`src/rtl/sample_serializer_pkg.sv`:
```
// -----------------------------------------------------------------------------
// sample_serializer_pkg
//   Constants and helpers that are shared with the tone generator and used by
//   the I2S sample serializer.
//   - SAMPLE_W         : width of one mixed audio sample (also the I2S slot length)
//   - FRAME_BITS       : bclk periods in one stereo frame (two 16-bit slots)
//   - BCLK_DIV_DEFAULT : clk cycles per bclk half-period, chosen so that one
//                        frame spans exactly one 10-bit master-count period
//   - lrck_for_bit     : word-select level for a given frame bit position
//   - slot_index       : which sample bit goes out at a given frame bit position
// -----------------------------------------------------------------------------
package sample_serializer_pkg;

  localparam int SAMPLE_W         = 16;
  localparam int FRAME_BITS       = 32;
  localparam int MASTER_CNT_W     = 10;
  // Each frame bit takes two bclk half-periods.
  localparam int BCLK_DIV_DEFAULT = (1 << MASTER_CNT_W) / (2 * FRAME_BITS);

  localparam int BIT_CNT_W = $clog2(FRAME_BITS);
  localparam logic [BIT_CNT_W-1:0] LAST_BIT = BIT_CNT_W'(FRAME_BITS - 1);

  typedef logic signed [SAMPLE_W-1:0] sample_t;
  typedef logic [BIT_CNT_W-1:0]       bit_idx_t;

  // Word select runs one bclk ahead of the data: it goes high on the LSB of
  // the left slot (bit 15) and drops on the LSB of the right slot (bit 31).
  function automatic logic lrck_for_bit(bit_idx_t b);
    return (b >= bit_idx_t'(15)) && (b <= bit_idx_t'(30));
  endfunction

  // Both slots carry the same sample MSB first, so the bit within the sample
  // is 15 minus the position inside the current 16-bit slot.
  function automatic logic [3:0] slot_index(bit_idx_t b);
    return 4'd15 - b[3:0];
  endfunction

endpackage

```
`src/rtl/sample_serializer_if.sv`:
```
// -----------------------------------------------------------------------------
// sample_serializer_if
//   Sample bus from the tone generator to the serializer.
//   - data_in       : mixed signed sample, two's complement
//   - data_valid_in : one-cycle strobe; the consumer captures data_in
//   Modports: master = tone generator (drives), slave = serializer (consumes).
// -----------------------------------------------------------------------------
interface sample_serializer_if;
  import sample_serializer_pkg::*;

  sample_t data_in;
  logic    data_valid_in;

  modport master (output data_in, output data_valid_in);
  modport slave  (input  data_in, input  data_valid_in);

endinterface

```
`src/rtl/sample_serializer_bclk_prescaler.sv`:
```
// -----------------------------------------------------------------------------
// bclk_prescaler
//   Divides clk_in down to the I2S bit clock.
//   - clk_in       : system clock
//   - reset_n_in   : synchronous, active-low reset (counter 0, bclk low)
//   - bclk_out     : bit clock, toggles every BCLK_DIV clk_in cycles
//   - fall_evt_out : high in the cycle whose rising clk_in edge takes bclk
//                    from 1 to 0, so serial state can change on that same edge
// -----------------------------------------------------------------------------
module bclk_prescaler #(
  parameter int BCLK_DIV = 16
) (
  input  logic clk_in,
  input  logic reset_n_in,
  output logic bclk_out,
  output logic fall_evt_out
);

  localparam int CNT_W = (BCLK_DIV > 2) ? $clog2(BCLK_DIV) : 1;
  localparam logic [CNT_W-1:0] CNT_MAX = CNT_W'(BCLK_DIV - 1);

  logic [CNT_W-1:0] cnt_q, cnt_d;
  logic             bclk_q, bclk_d;
  logic             term;

  always_comb begin
    term         = (cnt_q == CNT_MAX);
    cnt_d        = term ? '0 : cnt_q + 1'b1;
    bclk_d       = term ? ~bclk_q : bclk_q;
    // Decoded from current state so the parent updates on the falling edge
    // itself rather than one cycle late.
    fall_evt_out = term & bclk_q;
  end

  always_ff @(posedge clk_in) begin
    if (!reset_n_in) begin
      cnt_q  <= '0;
      bclk_q <= 1'b0;
    end else begin
      cnt_q  <= cnt_d;
      bclk_q <= bclk_d;
    end
  end

  assign bclk_out = bclk_q;

endmodule

```
`src/rtl/sample_serializer.sv`:
```
// -----------------------------------------------------------------------------
// sample_serializer
//   Consumer end of the tone generator's sample output. Buffers each mixed
//   sample in a holding register and sends it as an I2S stereo frame (same
//   mono sample in left and right slots) to an external DAC.
//   - clk_in        : system clock
//   - reset_n_in    : synchronous, active-low reset
//   - sif (slave)   : data_in / data_valid_in sample bus
//   - bclk_out      : serial bit clock (period 2*BCLK_DIV clk_in cycles)
//   - lrck_out      : word select, 0 = left, 1 = right
//   - sdata_out     : serial data, MSB first, changes on falling bclk
//   - underrun_out  : one-cycle pulse, frame started with a stale sample
//   - overrun_out   : one-cycle pulse, unconsumed sample was overwritten
// -----------------------------------------------------------------------------
module sample_serializer
  import sample_serializer_pkg::*;
#(
  parameter int BCLK_DIV = BCLK_DIV_DEFAULT,
  parameter int SAMPLE_W = 16
) (
  input  logic                      clk_in,
  input  logic                      reset_n_in,
  sample_serializer_if.slave        sif,
  output logic                      bclk_out,
  output logic                      lrck_out,
  output logic                      sdata_out,
  output logic                      underrun_out,
  output logic                      overrun_out
);

  logic fall_evt;

  bclk_prescaler #(
    .BCLK_DIV (BCLK_DIV)
  ) u_prescaler (
    .clk_in       (clk_in),
    .reset_n_in   (reset_n_in),
    .bclk_out     (bclk_out),
    .fall_evt_out (fall_evt)
  );

  bit_idx_t                   bit_cnt_q, bit_cnt_d;
  logic signed [SAMPLE_W-1:0] holding_q, holding_d;
  logic signed [SAMPLE_W-1:0] frame_q,   frame_d;
  logic                       fresh_q,   fresh_d;
  logic                       lrck_q,    lrck_d;
  logic                       sdata_q,   sdata_d;
  logic                       underrun_q, underrun_d;
  logic                       overrun_q,  overrun_d;
  logic                       load;
  logic                       capture;

  always_comb begin
    capture   = sif.data_valid_in;
    // A new frame starts on the fall event that wraps the bit counter to 0.
    load      = fall_evt && (bit_cnt_q == LAST_BIT);

    bit_cnt_d = fall_evt ? bit_cnt_q + 1'b1 : bit_cnt_q;

    // The frame takes the holding value from before any same-cycle write,
    // so a sample arriving on the load cycle waits for the next frame.
    frame_d   = load    ? holding_q   : frame_q;
    holding_d = capture ? sif.data_in : holding_q;

    // A same-cycle capture keeps the new sample marked as unconsumed.
    if (capture)   fresh_d = 1'b1;
    else if (load) fresh_d = 1'b0;
    else           fresh_d = fresh_q;

    // Serial outputs are derived from the post-increment bit position and the
    // post-load frame, so the MSB appears on the very fall event that loads.
    lrck_d  = lrck_q;
    sdata_d = sdata_q;
    if (fall_evt) begin
      lrck_d  = lrck_for_bit(bit_cnt_d);
      sdata_d = frame_d[slot_index(bit_cnt_d)];
    end

    underrun_d = load & ~fresh_q;
    overrun_d  = capture & fresh_q & ~load;
  end

  always_ff @(posedge clk_in) begin
    if (!reset_n_in) begin
      bit_cnt_q  <= LAST_BIT;
      holding_q  <= '0;
      frame_q    <= '0;
      fresh_q    <= 1'b0;
      lrck_q     <= 1'b0;
      sdata_q    <= 1'b0;
      underrun_q <= 1'b0;
      overrun_q  <= 1'b0;
    end else begin
      bit_cnt_q  <= bit_cnt_d;
      holding_q  <= holding_d;
      frame_q    <= frame_d;
      fresh_q    <= fresh_d;
      lrck_q     <= lrck_d;
      sdata_q    <= sdata_d;
      underrun_q <= underrun_d;
      overrun_q  <= overrun_d;
    end
  end

  assign lrck_out     = lrck_q;
  assign sdata_out    = sdata_q;
  assign underrun_out = underrun_q;
  assign overrun_out  = overrun_q;

endmodule

```
`src/flat_wrapper.sv`:
```
// flat-port wrapper written by rule: the top's interface ports become plain ports
module sample_serializer_flat import sample_serializer_pkg::*;
#(
  parameter int BCLK_DIV = BCLK_DIV_DEFAULT,
  parameter int SAMPLE_W = 16
)
  (clk_in, reset_n_in, bclk_out, lrck_out, sdata_out, underrun_out, overrun_out, sif_data_in, sif_data_valid_in);
  sample_serializer_if sif_i ();
  input  logic clk_in;
  input  logic reset_n_in;
  output logic bclk_out;
  output logic lrck_out;
  output logic sdata_out;
  output logic underrun_out;
  output logic overrun_out;
  input wire logic [$bits(sif_i.data_in)-1:0] sif_data_in;
  input wire logic [$bits(sif_i.data_valid_in)-1:0] sif_data_valid_in;
  assign sif_i.data_in = sif_data_in;
  assign sif_i.data_valid_in = sif_data_valid_in;
  sample_serializer #(.BCLK_DIV(BCLK_DIV), .SAMPLE_W(SAMPLE_W)) u_core (.clk_in(clk_in), .reset_n_in(reset_n_in), .sif(sif_i), .bclk_out(bclk_out), .lrck_out(lrck_out), .sdata_out(sdata_out), .underrun_out(underrun_out), .overrun_out(overrun_out));
endmodule
```
`config.mk`:
```
export PLATFORM = sky130hd
export DESIGN_NAME = sample_serializer_flat
export DESIGN_NICKNAME = d
export VERILOG_FILES = /design/src/rtl/sample_serializer_pkg.sv /design/src/rtl/sample_serializer_if.sv /design/src/rtl/sample_serializer_bclk_prescaler.sv /design/src/rtl/sample_serializer.sv /design/src/flat_wrapper.sv
export SDC_FILE = /design/constraint.sdc
export NUM_CORES = 1
export LEC_CHECK = 0
export CORE_MARGIN = 10
export CORE_UTILIZATION = 50
export DETAILED_ROUTE_END_ITERATION = 6
export MAX_ROUTING_LAYER = met4
export PLACE_DENSITY = 0.83
export SETUP_SLACK_MARGIN = 0.15
export SLEW_MARGIN = 20
export SYNTH_ARGS = -nofsm -noshare
export SYNTH_HDL_FRONTEND = slang
export SYNTH_SLANG_ARGS = --single-unit
```
`constraint.sdc`:
```
create_clock -name clk_in -period 3.44 [get_ports clk_in]
set_input_delay 0.516 -clock clk_in [delete_from_list [all_inputs] [get_ports clk_in]]
set_output_delay 0.516 -clock clk_in [all_outputs]
set_load 0.05 [all_outputs]
```
# [After elaboration in Yosys (flattened, before gate mapping)]
# Cells that the tools add are included.
[op_classes] addsub=3 magnitude_cmp=3 n_eq_ne=2 mux=6 bitwise_logic=8 reduce_logical=4
[op_table] operator="$mux 16" count=1
[op_table] operator="$add 5x1->5 const B" count=1
[op_table] operator="$eq 5x5->1 const B" count=1
[op_table] operator="$ge 5x4->1 const B" count=1
[op_table] operator="$le 5x5->1 const B" count=1
[op_table] operator="$lt 4x5->1 const B" count=1
[op_table] operator="$mux 5" count=1
[op_table] operator="$add 4x1->4 const B" count=1
[op_table] operator="$and 1x1->1" count=4
[op_table] operator="$bmux 1 s4" count=1
[op_table] operator="$eq 4x4->1 const B" count=1
[op_table] operator="$not 1->1" count=4
[op_table] operator="$sub 4x4->4 const A" count=1
[op_table] operator="$mux 1" count=3
[op_table] operator="$logic_and 1x1->1" count=2
[op_table] operator="$reduce_bool 2->1" count=1
[op_table] operator="$reduce_or 2->1" count=1
[word_totals] reg_bits=47 inputBits=19 out_inout_bits=5 elab_cells=36

# [Depth between registers and ports, before layout]
[depth] ltp_word=6 depth_mapped=9 depth_no_buf=8

# [Modules after synthesis]
# A second synthesis with hierarchy kept.
[hier_totals] cells_unflattened=198 area_unflattened_um2=1969.4
[by_module_without_submodules] mod="sample_serializer" n_inst=1 cells_per_inst=178 area_per_inst_um2=1766.7 seq_area_each_um2=840.8
[by_module_without_submodules] mod="bclk_prescaler" n_inst=1 cells_per_inst=20 area_per_inst_um2=202.7 seq_area_each_um2=100.1

# [Worst setup path after synthesis]
# No wires, ideal clock.
[synth_path] path_type="register -> register" start="register u_core.bit_cnt_q[1]" end="register u_core.sdata_q, in the netlist u_core.sdata_out" setup_time_ps=138 arrival_ps=2351 required_time_ps=3302 setup_slack_ps=951 path_stages_with_launch=9 n_path_buf=0 period_less_slack_ps=2489 path_cell_list="dfxtp_1 > ha_1 > and3_1 > ha_1 > mux2_2 > mux4_2 > and2_1 > a2111oi_0 > o22ai_1"
[synth_via] elab_chain_len=5 word_cells_on_any_way=8 classes_between="add/sub (2); eq/ne (1); mux (4); reduce/logical (1)"
[synth_lines] element="start: declaration" line="sample_serializer.sv:42" source="bit_idx_t bit_cnt_q, bit_cnt_d;"
[synth_lines] element="start signal: assignment" line="sample_serializer.sv:94" source="bit_cnt_q <= bit_cnt_d;"
[synth_lines] element="$add 5x1->5 / $eq 5x5->1 (equally long branches)" line="sample_serializer.sv:58, sample_serializer.sv:56"
[synth_lines] element="$mux 5 / $logic_and 1x1->1 (equally long branches)" line="sample_serializer.sv:58, sample_serializer.sv:56"
[synth_lines] element="$sub 4x4->4 / $mux 16 (equally long branches)" line="sample_serializer_pkg.sv:35, sample_serializer.sv:62"
[synth_lines] element="$bmux 1 s4 (*)" line="sample_serializer.sv:76" source="sdata_d = frame_d[slot_index(bit_cnt_d)];"
[synth_lines] element="$mux 1 (implied by the code) (*)" line="sample_serializer.sv:76"
[synth_lines] element="end signal: assignment" line="sample_serializer.sv:99" source="sdata_q <= sdata_d;"
[synth_lines] element="end: declaration" line="sample_serializer.sv:47" source="logic sdata_q, sdata_d;"
# Every way passes the cells marked *; elsewhere a longest branch is shown, timed or not. The select of a mux whose other input is x is not followed.
# A chain may end at the register's enable or synchronous reset.

# [Worst setup path in the final report]
# Same ends and word-level chain as after synthesis.

==> metrics <==
Worst R2R Start u_core.bit_cnt_q[1]; post-synthesis cell count 227; Seq cells post-synth 47; Clk pin slew, worst setup/hold paths 0.08 ns; share of layout cells above drive strength 1 under 10%; router iterations before antenna repair 4; DR WL/cell about 14 um; Final Max Slew Viols 0; hold slack 0.4512 ns; largest net degree at the start of global routing 37; area added between synthesis and finish 17.72%; max cap viols 0; post_cts resized 0; commonest non-fill, non-tap cell in the layout dfxtp_1; final wirelength 4.325 mm; Int Power 0.7616 mW; Synth async-reset ratio 0%; port bufs 23; Slew headroom 33.95%; GPL Wtd Cong 0.9180; hold_sp u_core.fresh_q; Worst-Margin Slew 0.9876 ns; count of cell types in the netlist 37; CP startpoint kind flip-flop; Comb pwr share about 6.6%; top-level I/O count 24; vias per cell 5.560; Final ANT Viol Nets 0; kind of critical path flip-flop to flip-flop; Clk pwr share about a third; crit path time final approximately 2.8 ns; DIE AREA 7221 um2; # fillers about 340; crit share post-route 82.22%; hold crit path type flip-flop to flip-flop; crit path from u_core.bit_cnt_q[1]; top area cells in the synthesized netlist dfxtp_1 (45%), mux2i_1 (8.5%), nand2_1 (6.2%); Max Clock Freq 353.6 MHz; status complete, no violations; P_sw 0.2159 mW; Post-Syn Nets 249; Congestion Overflow GR 0; post-synthesis sequential area ratio 44.58%; Max VDD drop 0.3243 mV; Netlist Area Pre-Place approximately 2100 um2; # clock sinks 47; CP Capture Type flip-flop; buffer count from post-CTS setup fixing 0; core area 4029 um2; Leak 0.9618 nW; final setup fails 0; H-tree levels 2; critical path peak fanout 7; via count ~1700; die height 84.98 um; CTS Root Cell clkbuf_8; Sequential Power Share 58.3%; CTS tree yes; Tot GR Track Use 12.73%; Synthesis Warnings 0; Yosys top cell by area dfxtp_1; Worst Path Arrival 3.00 ns; Bufs on Longest Clock Path 2; Final Hold Violating Endpoints 0; initial antenna violation count 0; register area 940.9 um2; Power Density 393.4 nW/um2; CTS Hold Bufs 0; fin util 61.68%; vias in the first global route 1735; first-pass GRT wire length 7.748 mm; most frequent cells in the layout dfxtp_1 (47), nand2_1 (35), nor2_1 (25); syn avg cell area 9.299 um2; worst clock skew 0.01138 ns; Req. time, crit path about 3.6 ns; EDFF count, synth 0; Post-DP HPWL 3.059 mm; clk_lat worst skew around 0.3 ns; FP Rows 23; # nets final 273; RSZ-0062 raised after global routing no; Die Span X 84.98 um; Net Sw Frac 22.09%; Top FF cell, synth dfxtp_1; Initial Util 52.39%; First DRT Iteration DRCs approximately 100; DRC Markers 0; area of the multi-input gates 1100 um2; # diodes 0; TNS Setup 0 ns; area share of the largest cell type after synthesis between 40 and 50%; CTS Buf Count 5
[state kept, by name, indices dropped and copies added, names as in the netlist]
register and cells:
u_core.underrun_out 1, u_core.u_prescaler.cnt_q 4, u_core.bit_cnt_q 5, u_core.fresh_q 1
u_core.sdata_out 1, u_core.overrun_out 1, u_core.frame_q 16, u_core.u_prescaler.bclk_out 1
u_core.lrck_out 1, u_core.holding_q 16
[power groups by stage]
stage          logic (mW)  clock network (mW)  registers, mW
2_1_floorplan      0.0364                   0          0.581
3_3_place_gp       0.0646                   0          0.582
3_5_place_dp       0.0658                   0          0.583
4_1_cts            0.0658               0.349          0.570
5_1_grt            0.0721               0.371          0.573
6_report           0.0649               0.342          0.570
[kinds of logic (layout without fill, tap and decap cells)]
kind of cell,Yosys count,in the layout,share of synthesized area [%]
flip-flops,47,47,44.58
multiplexers,28,28,16.00
XOR/XNOR,9,9,4.624
buffers and inverters,15,40,3.320
adder cells (fa/ha/maj),3,3,1.778
AO/OA/AOI/OAI,40,40,12.03
AND/OR/NAND/NOR,85,85,17.67
[worst paths after layout]
path	slack, ns	end	cells past startpoint
min	0.45	u_core.underrun_out	1
max	0.61	u_core.sdata_out	8
max reg2reg	0.61	u_core.sdata_out	8
min reg2reg	0.45	u_core.underrun_out	1
[per-stage QoR]
step	setup slack [ns]	cells	total power, mW	area [um2]
5_1_grt	0.4034	302	1.016	2485
6_report	0.6116	302	0.9775	2485
3_5_place_dp	0.6419	294	0.6487	2390
4_1_cts	0.6322	302	0.9851	2485
2_1_floorplan	0.9507	227	0.6173	2111
3_3_place_gp	0.8009	294	0.6471	2390
[layout make-up]
cell class | count | share of cell area, %
repair buffers | 29 | 11.08
clock inverters | 1 | 0.3525
clock buffers | 7 | 3.474
flip-flops and latches | 47 | 37.87
well taps | 50 | 2.518
inverters | 3 | 0.4532
multi-input cells | 165 | 44.26
[layer usage]
| layer | routed length, um | global-route usage (%) | vias up | share of wire [%] |
|---|---|---|---|---|
| met5 | 0 | - | - | 0 |
| met4 | 41 | 4.341 | 0 | 0.95 |
| met2 | 2127 | 21.39 | 42 | 49 |
| li1 | - | - | 849 | - |
| met1 | 1940 | 14.40 | 780 | 45 |
| met3 | 216 | 3.059 | 8 | 5.0 |
[critical path, cell delays in order, from the launching register on]
cell	delay, ns
dfxtp_1	0.47
ha_1	0.27
and3_1	0.17
ha_1	0.29
mux2_2	0.37
mux4_2	0.46
and2_1	0.16
a2111oi_0	0.37
o22ai_1	0.14
[cells in the mapped netlist (4+ instances only)]
| master | instances |
|---|---|
| mux2_2 | 6 |
| mux4_2 | 4 |
| nor2_1 | 25 |
| and2_1 | 4 |
| mux2i_1 | 18 |
| nand3_1 | 11 |
| clkbuf_1 | 7 |
| a21oi_1 | 17 |
| a211oi_1 | 4 |
| dfxtp_1 | 47 |
| nand2_1 | 35 |
| xnor2_1 | 5 |
| o21ai_0 | 7 |
No activity file was read; power rests on OpenSTA's default activity.
